--- src/rtl/qam_pkg.sv ---
// Shared definitions for the QAM16 feeder path: framer states, idle symbol and
// preamble patterns.
package qam_pkg;

    typedef enum logic [1:0] {
        IDLE,
        PREAMBLE,
        SEND_HI,
        SEND_LO
    } framer_state_t;

    // Lowest-energy-neutral mapper point, agreed as the between-burst symbol.
    localparam logic [3:0] IDLE_SYMBOL    = 4'b0000;
    localparam logic [3:0] PREAMBLE_ONES  = 4'b1111;
    localparam logic [3:0] PREAMBLE_ZEROS = 4'b0000;

endpackage

--- src/rtl/qam_byte_fifo.sv ---
// Show-ahead synchronous FIFO: rdata is valid combinationally whenever !empty.
// Pointers carry one extra wrap bit so full and empty are distinguishable.
module qam_byte_fifo #(
    parameter int WIDTH = 8,
    parameter int DEPTH = 4
) (
    input  logic             clk,
    input  logic             reset,
    input  logic             push,
    input  logic             pop,
    input  logic [WIDTH-1:0] wdata,
    output logic [WIDTH-1:0] rdata,
    output logic             full,
    output logic             empty
);

    localparam int AW = $clog2(DEPTH);

    logic [AW:0]      wr_ptr;
    logic [AW:0]      rd_ptr;
    logic [WIDTH-1:0] mem [DEPTH];

    // NOTE: sequential state uses <= so every register samples pre-edge values.
    always_ff @(posedge clk or negedge reset) begin
        if (!reset) begin
            wr_ptr <= '0;
            rd_ptr <= '0;
        end else begin
            if (push && !full)
                wr_ptr <= wr_ptr + 1'b1;
            if (pop && !empty)
                rd_ptr <= rd_ptr + 1'b1;
        end
    end

    // NOTE: storage is not reset; the pointers alone define which entries are live.
    always_ff @(posedge clk) begin
        if (push && !full)
            mem[wr_ptr[AW-1:0]] <= wdata;
    end

    assign rdata = mem[rd_ptr[AW-1:0]];
    assign empty = (wr_ptr == rd_ptr);
    assign full  = (wr_ptr[AW] != rd_ptr[AW]) && (wr_ptr[AW-1:0] == rd_ptr[AW-1:0]);

endmodule

--- src/rtl/qam_symbol_framer.sv ---
// Byte-to-symbol framer feeding the QAM16 modulator on a fixed symbol-rate grid.
// Optional burst preamble is compiled in with `define QAM_FRAMER_PREAMBLE_EN.
module qam_symbol_framer
    import qam_pkg::*;
#(
    parameter int QAM_WIDTH     = 4,
    parameter int FIFO_DEPTH    = 4,
    parameter int SYMBOL_PERIOD = 16,
    parameter int PREAMBLE_LEN  = 4
) (
    input  logic                   clk,
    input  logic                   reset,
    input  logic [2*QAM_WIDTH-1:0] byte_in,
    input  logic                   byte_valid,
    output logic                   byte_ready,
    output logic [QAM_WIDTH-1:0]   symbol_out,
    output logic                   symbol_strobe,
    output logic                   symbol_active
);

    localparam int CW = $clog2(SYMBOL_PERIOD);
    localparam logic [QAM_WIDTH-1:0] SYM_IDLE  = QAM_WIDTH'(IDLE_SYMBOL);
    localparam logic [QAM_WIDTH-1:0] SYM_ONES  = QAM_WIDTH'(PREAMBLE_ONES);
    localparam logic [QAM_WIDTH-1:0] SYM_ZEROS = QAM_WIDTH'(PREAMBLE_ZEROS);

    if (SYMBOL_PERIOD < 2 || FIFO_DEPTH < 2 || (FIFO_DEPTH & (FIFO_DEPTH - 1)) != 0 ||
        PREAMBLE_LEN < 1) begin : g_param_check
        $error("qam_symbol_framer: illegal parameter set");
    end

    logic [CW-1:0]          sym_cnt;
    logic                   tick;
    framer_state_t          state, state_next;
    logic [QAM_WIDTH-1:0]   lo_q, lo_next;
    logic [QAM_WIDTH-1:0]   sym_next;
    logic                   active_next;
    logic                   fifo_pop, fifo_full, fifo_empty;
    logic [2*QAM_WIDTH-1:0] fifo_rdata;

    assign tick       = (sym_cnt == CW'(SYMBOL_PERIOD - 1));
    assign byte_ready = !fifo_full;

    qam_byte_fifo #(.WIDTH(2*QAM_WIDTH), .DEPTH(FIFO_DEPTH)) u_fifo (
        .clk   (clk),
        .reset (reset),
        .push  (byte_valid && byte_ready),
        .pop   (fifo_pop),
        .wdata (byte_in),
        .rdata (fifo_rdata),
        .full  (fifo_full),
        .empty (fifo_empty)
    );

    always_ff @(posedge clk or negedge reset) begin
        if (!reset)
            sym_cnt <= '0;
        else if (tick)
            sym_cnt <= '0;
        else
            sym_cnt <= sym_cnt + 1'b1;
    end

`ifdef QAM_FRAMER_PREAMBLE_EN
    localparam int PW = $clog2(PREAMBLE_LEN + 1);
    // Counts preamble symbols already emitted in the current burst.
    logic [PW-1:0] pre_cnt, pre_next;

    always_ff @(posedge clk or negedge reset) begin
        if (!reset)
            pre_cnt <= '0;
        else
            pre_cnt <= pre_next;
    end
`endif

    always_ff @(posedge clk or negedge reset) begin
        if (!reset) begin
            state         <= IDLE;
            lo_q          <= '0;
            symbol_out    <= SYM_IDLE;
            symbol_active <= 1'b0;
            symbol_strobe <= 1'b0;
        end else begin
            state         <= state_next;
            lo_q          <= lo_next;
            symbol_out    <= sym_next;
            symbol_active <= active_next;
            symbol_strobe <= tick;
        end
    end

    // NOTE: every signal gets a default before the case, so no path infers a latch.
    always_comb begin
        state_next  = state;
        lo_next     = lo_q;
        sym_next    = symbol_out;
        active_next = symbol_active;
        fifo_pop    = 1'b0;
`ifdef QAM_FRAMER_PREAMBLE_EN
        pre_next    = pre_cnt;
`endif
        if (tick) begin
            unique case (state)
                IDLE: begin
                    if (fifo_empty) begin
                        sym_next    = SYM_IDLE;
                        active_next = 1'b0;
                    end else begin
`ifdef QAM_FRAMER_PREAMBLE_EN
                        state_next  = PREAMBLE;
                        sym_next    = SYM_ONES;
                        active_next = 1'b1;
                        pre_next    = PW'(1);
`else
                        fifo_pop    = 1'b1;
                        sym_next    = fifo_rdata[2*QAM_WIDTH-1:QAM_WIDTH];
                        lo_next     = fifo_rdata[QAM_WIDTH-1:0];
                        active_next = 1'b1;
                        state_next  = SEND_HI;
`endif
                    end
                end
                PREAMBLE: begin
`ifdef QAM_FRAMER_PREAMBLE_EN
                    // The byte that opened the burst is still at the FIFO head.
                    if (pre_cnt == PW'(PREAMBLE_LEN)) begin
                        fifo_pop    = 1'b1;
                        sym_next    = fifo_rdata[2*QAM_WIDTH-1:QAM_WIDTH];
                        lo_next     = fifo_rdata[QAM_WIDTH-1:0];
                        active_next = 1'b1;
                        state_next  = SEND_HI;
                    end else begin
                        sym_next = pre_cnt[0] ? SYM_ZEROS : SYM_ONES;
                        pre_next = pre_cnt + 1'b1;
                    end
`else
                    state_next = IDLE;
`endif
                end
                SEND_HI: begin
                    sym_next   = lo_q;
                    state_next = SEND_LO;
                end
                SEND_LO: begin
                    if (fifo_empty) begin
                        sym_next    = SYM_IDLE;
                        active_next = 1'b0;
                        state_next  = IDLE;
                    end else begin
                        fifo_pop    = 1'b1;
                        sym_next    = fifo_rdata[2*QAM_WIDTH-1:QAM_WIDTH];
                        lo_next     = fifo_rdata[QAM_WIDTH-1:0];
                        active_next = 1'b1;
                        state_next  = SEND_HI;
                    end
                end
            endcase
        end
    end

endmodule
--- config.mk ---
export PLATFORM = sky130hd
export DESIGN_NAME = qam_symbol_framer
export DESIGN_NICKNAME = d
export VERILOG_FILES = /design/src/rtl/qam_pkg.sv /design/src/rtl/qam_byte_fifo.sv /design/src/rtl/qam_symbol_framer.sv
export SDC_FILE = /design/constraint.sdc
export NUM_CORES = 1
export LEC_CHECK = 0
export CORE_MARGIN = 3
export CORE_UTILIZATION = 25
export DETAILED_ROUTE_END_ITERATION = 10
export PLACE_DENSITY = 0.5
export SLEW_MARGIN = 20
export SYNTH_ARGS = -nofsm -noshare
export SYNTH_HDL_FRONTEND = slang
export SYNTH_SLANG_ARGS = --single-unit
--- constraint.sdc ---
create_clock -name clk -period 1.8 [get_ports clk]
set_input_delay 0.36 -clock clk [delete_from_list [all_inputs] [get_ports clk]]
set_output_delay 0.36 -clock clk [all_outputs]
set_load 0.005 [all_outputs]
# Yosys cells after proc, flatten, opt, wreduce, memory -nomap -nowiden
# Memories as Yosys holds them, arrays and structs flattened.
# Cells that the tools add are included.
[totals] regBits=22 output_inout_bits=7 word_cells=45 mem_count=1 mem_bits_rw=32 inputBits=11
[mem_list] memory="u_fifo.mem" depth=4 word_bits=8 read_ports=1 rd_clocked_by_memory_dff=0 write_ports=1 line="qam_byte_fifo.sv:21" source="logic [WIDTH-1:0] mem [DEPTH];"
[classes] reduce_logical=13 eq_ne=8 bitwise_logic=1 mux=11 n_addsub=3
[ops] cell="4-bit two-way mux" count=2
[ops] cell="2-bit one-hot mux with 4 select lines" count=1
[ops] cell="4-bit one-hot mux with 2 select lines" count=1
[ops] cell="3-bit by 1-bit adder with 3-bit output, second input constant" count=2
[ops] cell="2-bit AND reduction" count=3
[ops] cell="1-bit two-way mux" count=5
[ops] cell="4-bit by 1-bit adder with 4-bit output, second input constant" count=1
[ops] cell="2-bit == test, second input constant" count=2
[ops] cell="4-bit == test, second input constant" count=1
[ops] cell="1-bit logical AND" count=4
[ops] cell="2-bit two-way mux" count=2
[ops] cell="3-bit == test" count=1
[ops] cell="3-bit AND reduction" count=1
[ops] cell="2-bit by 1-bit == test with 1-bit output, second input constant" count=1
[ops] cell="2-bit == test" count=1
[ops] cell="1-bit logical NOT" count=2
[ops] cell="2-bit logical NOT" count=1
[ops] cell="2-bit != test, second input constant" count=1
[ops] cell="2-bit nonzero test" count=1
[ops] cell="2-bit OR reduction" count=1
[ops] cell="1-bit != test" count=1
[ops] cell="1-bit inverter" count=1

# Depth between registers and ports, before layout
[logic_depth] ltp_word=7 mapped_depth=6 ltp_nobuf=5

# Modules after synthesis
# A second synthesis with hierarchy kept.
[hier_totals] hier_cells=155 hier_area_um2=2459.9
[modules_own_cells] mod="qam_byte_fifo" seq_area_each_um2=1111.1 n_inst=1 area_each_um2=1695.4 cells_each=90
[modules_own_cells] mod="qam_symbol_framer" seq_area_each_um2=400.4 n_inst=1 area_each_um2=764.5 cells_each=65

# Worst setup path after synthesis
# No wires, ideal clock.
[synth_path] kind="reg2reg" start="register state[0]" end="register lo_q[0]" arrival_time_ns=1.663 required_ns=1.675 setup_time_ns=0.125 path_stages_with_launch=7 n_path_buf=1 synth_period_minus_slack_ns=1.788 slack_ns=0.012 path_cell_list="dfrtp_1 > inv_1 > ha_1 > and4b_1 > o31a_1 > buf_6 > mux2_4"
[synth_between] elab_chain_cells=3 elab_cells_between_ends=4 cone_classes="eq/ne: 1; reduce/logical: 3"
[synth_rtl] item="start: declaration" line="qam_symbol_framer.sv:33" source="framer_state_t state, state_next;"
[synth_rtl] item="start signal: assignment" line="qam_symbol_framer.sv:84" source="state <= state_next;"
[synth_rtl] item="2-bit == test / 2-bit logical NOT (equally long branches)" line="qam_symbol_framer.sv:103" source="unique case (state)"
[synth_rtl] item="2-bit OR reduction (no source line) (*)"
[synth_rtl] item="3-bit AND reduction (no source line) (*)"
[synth_rtl] item="end signal: assignment" line="qam_symbol_framer.sv:85" source="lo_q <= lo_next;"
[synth_rtl] item="end: declaration" line="qam_symbol_framer.sv:34" source="logic [QAM_WIDTH-1:0] lo_q, lo_next;"
# Every way passes the cells marked *; elsewhere a longest branch is shown, timed or not.
# A chain may end at the register's enable or synchronous reset.

# Worst setup path after layout
[layout_path] start="register u_fifo.wr_ptr[1]" end="register u_fifo.rd_ptr[1]"
[layout_between] elab_chain_cells=5 elab_cells_between_ends=6 cone_classes="eq/ne: 1; mux: 3; reduce/logical: 2"
[layout_rtl] item="start: declaration" line="qam_byte_fifo.sv:19" source="logic [AW:0] wr_ptr;"
[layout_rtl] item="start signal: assignment" line="qam_byte_fifo.sv:30" source="wr_ptr <= wr_ptr + 1'b1;"
[layout_rtl] item="3-bit == test (*)" line="qam_byte_fifo.sv:43" source="assign empty = (wr_ptr == rd_ptr);"
[layout_rtl] item="1-bit two-way mux" line="qam_symbol_framer.sv:105, qam_symbol_framer.sv:145"
[layout_rtl] item="1-bit two-way mux"
[layout_rtl] item="1-bit two-way mux" line="qam_symbol_framer.sv:102" source="if (tick) begin"
[layout_rtl] item="1-bit logical AND (*)" line="qam_byte_fifo.sv:31" source="if (pop && !empty)"
[layout_rtl] item="end signal: assignment" line="qam_byte_fifo.sv:32" source="rd_ptr <= rd_ptr + 1'b1;"
[layout_rtl] item="end: declaration" line="qam_byte_fifo.sv:20" source="logic [AW:0] rd_ptr;"
# Marked as above.

==> results.ini <==
[sta]
fin_skew_ns = 0.00786
hold_viol_final = 0
rsz0062_at_grt = false
drv_slew = 0
whs_ns = 0.392
fmax_mhz = 576
fin_setup_tns_ns = 0
worst_pin_slew_ns = 0.425
setup_violations = 0
slew_headroom_pct = 71.3
post-route-period-util_pct = 96.4
period_needed_ns = 1.74

[critical_path]
cp-start-kind = flop
worstSetupPathType = flop to flop
worstReg2RegStart = u_fifo.wr_ptr[1]
end_kind = flop
cp.required_ns = 2.00
rrSetupSlack_ns = 0.06
reg2reg_depth = 6
critPathArrivalTime_ns = 1.94
crit_start = u_fifo.wr_ptr[1]
reg2reg_to = u_fifo.rd_ptr[1]
worstPathMaxFanout = 9
crit_path_end = u_fifo.rd_ptr[1]

[power_and_ir_drop]
p_leak_uw = 0.00110
power.density_nw_per_um2 = 1530
ir_drop_uv = 438
power_uw = 4430

[logic_synthesis]
yosysUniqueCellTypes = 32
syn_area_um2 = 2360
synth_nets = 163
seq_area_frac_synth_pct = 64.1
synth_top_cell_area_share_pct = 40.7
synth_largest_area_cell = edfxtp_1
synth_xor_xnor_area_share_pct = 3.66
synthAdderAreaFrac_pct = 5.31
synthTopCellsByArea = edfxtp_1 (41%), dfrtp_1 (23%), mux4_2 (7.6%)
synth_top_family_by_area = multiplexers
synth_seq_cells = 54
async_flop_share_pct = 40.7
synth-main-ff-cell = edfxtp_1
muxShareOfSynthArea_pct = 11.9
synth_warnings = 0
synth_edf_count = 32
yosys.area_share.simple_pct = 4.88
syn_inst = 142
synth_most_common_cell = edfxtp_1
synth_commonest_cells = edfxtp_1 (32), dfrtp_1 (22), ha_1 (10)
avgSynthCellArea_um2 = 16.6
synth_compound_area_share_pct = 6.74

[run]
max-cap-violations = 0

[floorplan]
start_util_pct = 26.4
rows = 34
die_y_um = 103
ios = 18
die_width_um = 103
core_um2 = 8930
dieArea_um2 = 10600

[clock_network]
cts_tree = built
htree_levels = 2
cts.clk_slew.worst_paths_ns = 0.10
postCtsHoldBufs = 0
clk_latency_ns = 0.31
cts_buffer_depth = 2
cts_buffers = 5
clock-sinks = 54
cts_root_buf = clkbuf_8

[detailed_routing]
wl_um = 4000
drc = 0
routed-via-count = 1246
wl_per_cell_um = 14.0
drt-pass1-iter-count = 4
first_iter_violations = 15
final_antenna_net_count = 0
viasPerCell = 4.36

[layout]
insertedDiodeCount = 0
final_layout_size_suffix_gt1_share_pct = 30.3
syn2layout_area_growth_pct = 22.7
final_net_count = 198
stdcell_area_um2 = 2890

[global_routing]
grt_max_degree = 23
overflow = 0
antenna_found_initial = 0
grt_first_pass_wirelength_um = 6520
grt_pass1_vias = 1267
grt_usage_pct = 8.33

[placement]
place_congestion = 0.676
port_buffers = 17
dp_hpwl_um = 2850
dpl-instance-area_um2 = 2720

[run_status]
status = complete, no violations

[hold_path]
hold_path_class = input pin to async pin

[area by class of cell]
cell class | instances | area (µm²)
well taps | 108 | 135
clock buffers | 6 | 82.6
fillers | 885 | 6040
repair buffers | 34 | 310
flip-flops and latches | 54 | 1510
multi-input cells | 75 | 808
inverters | 7 | 26.3
clock inverters | 2 | 17.5
[registers in the layout, summed over array words and instances, names as in the netlist]
signal,count
u_fifo.wr_ptr,3
symbol_active,1
state,2
u_fifo.rd_ptr,3
u_fifo.mem,32
sym_cnt,4
symbol_out,4
lo_q,4
symbol_strobe,1
[worst max-delay path: stages (launching register included)]
cell	delay, ns
dfrtp_1	0.42
xor2_2	0.19
buf_4	0.14
buf_4	0.16
o31a_1	0.28
buf_12	0.15
mux2_4	0.29
[worst min-delay path by stage]
stage	end	cells past startpoint
2_1_floorplan	lo_q[0]	0
3_3_place_gp	sym_cnt[0]	1
3_5_place_dp	sym_cnt[0]	1
4_1_cts	u_fifo.wr_ptr[0]	2
5_1_grt	symbol_out[3]	2
6_report	u_fifo.wr_ptr[0]	2
[through the flow]
stage,util (%),instances,setup WS (ns)
after CTS,32.2,285,0.0193
after detailed placement,30.4,274,0.0465
after global placement,30.4,274,0.0395
after floorplan,-,142,0.0116
final,32.4,286,0.0647
after global routing,32.4,286,0.0273
[where the power goes]
group          total (µW)  switching, µW  internal [µW]  leakage [µW]
Sequential           1880            193           1680      0.000558
Combinational        1840            890            946      0.000488
Clock                 716            399            317     0.0000514
[kinds of logic after synthesis]
kind of cell / count (synthesis)
buffers and inverters: 13
and+or+nand+nor: 21
adders and majority gates: 10
xor gates and xnor gates: 9
AOI/OAI and AO/OA: 20
DFF: 54
muxes: 15
[layer usage]
metal	global-route usage, %	vias to the layer above	wire, µm
li1	-	608	-
met1	11.1	606	1960
met2	12.6	25	1780
met3	2.44	7	200
met4	3.59	0	64
met5	0	-	0
[cell usage in the layout (no fill, tap or decap), drive strengths merged, types with 3 or more instances in the layout]
cell type / count
mux2: 7
nand2: 5
clkdlybuf4s50: 16
and2: 3
edfxtp: 32
dfrtp: 22
xor2: 6
inv: 7
buf: 17
nor2: 7
o311ai: 7
a31oi: 5
mux4: 8
ha: 10
xnor2: 3
clkbuf: 6
[repair_timing]
item                                    4_1_cts  5_1_grt
hold endpoints to repair                      0        0
buffers inserted                              3        2
endpoints found under the setup margin        1        6
pin swaps                                     4        4
resized for setup                             7        4
Note: power is estimated with default switching activity, not from simulation.
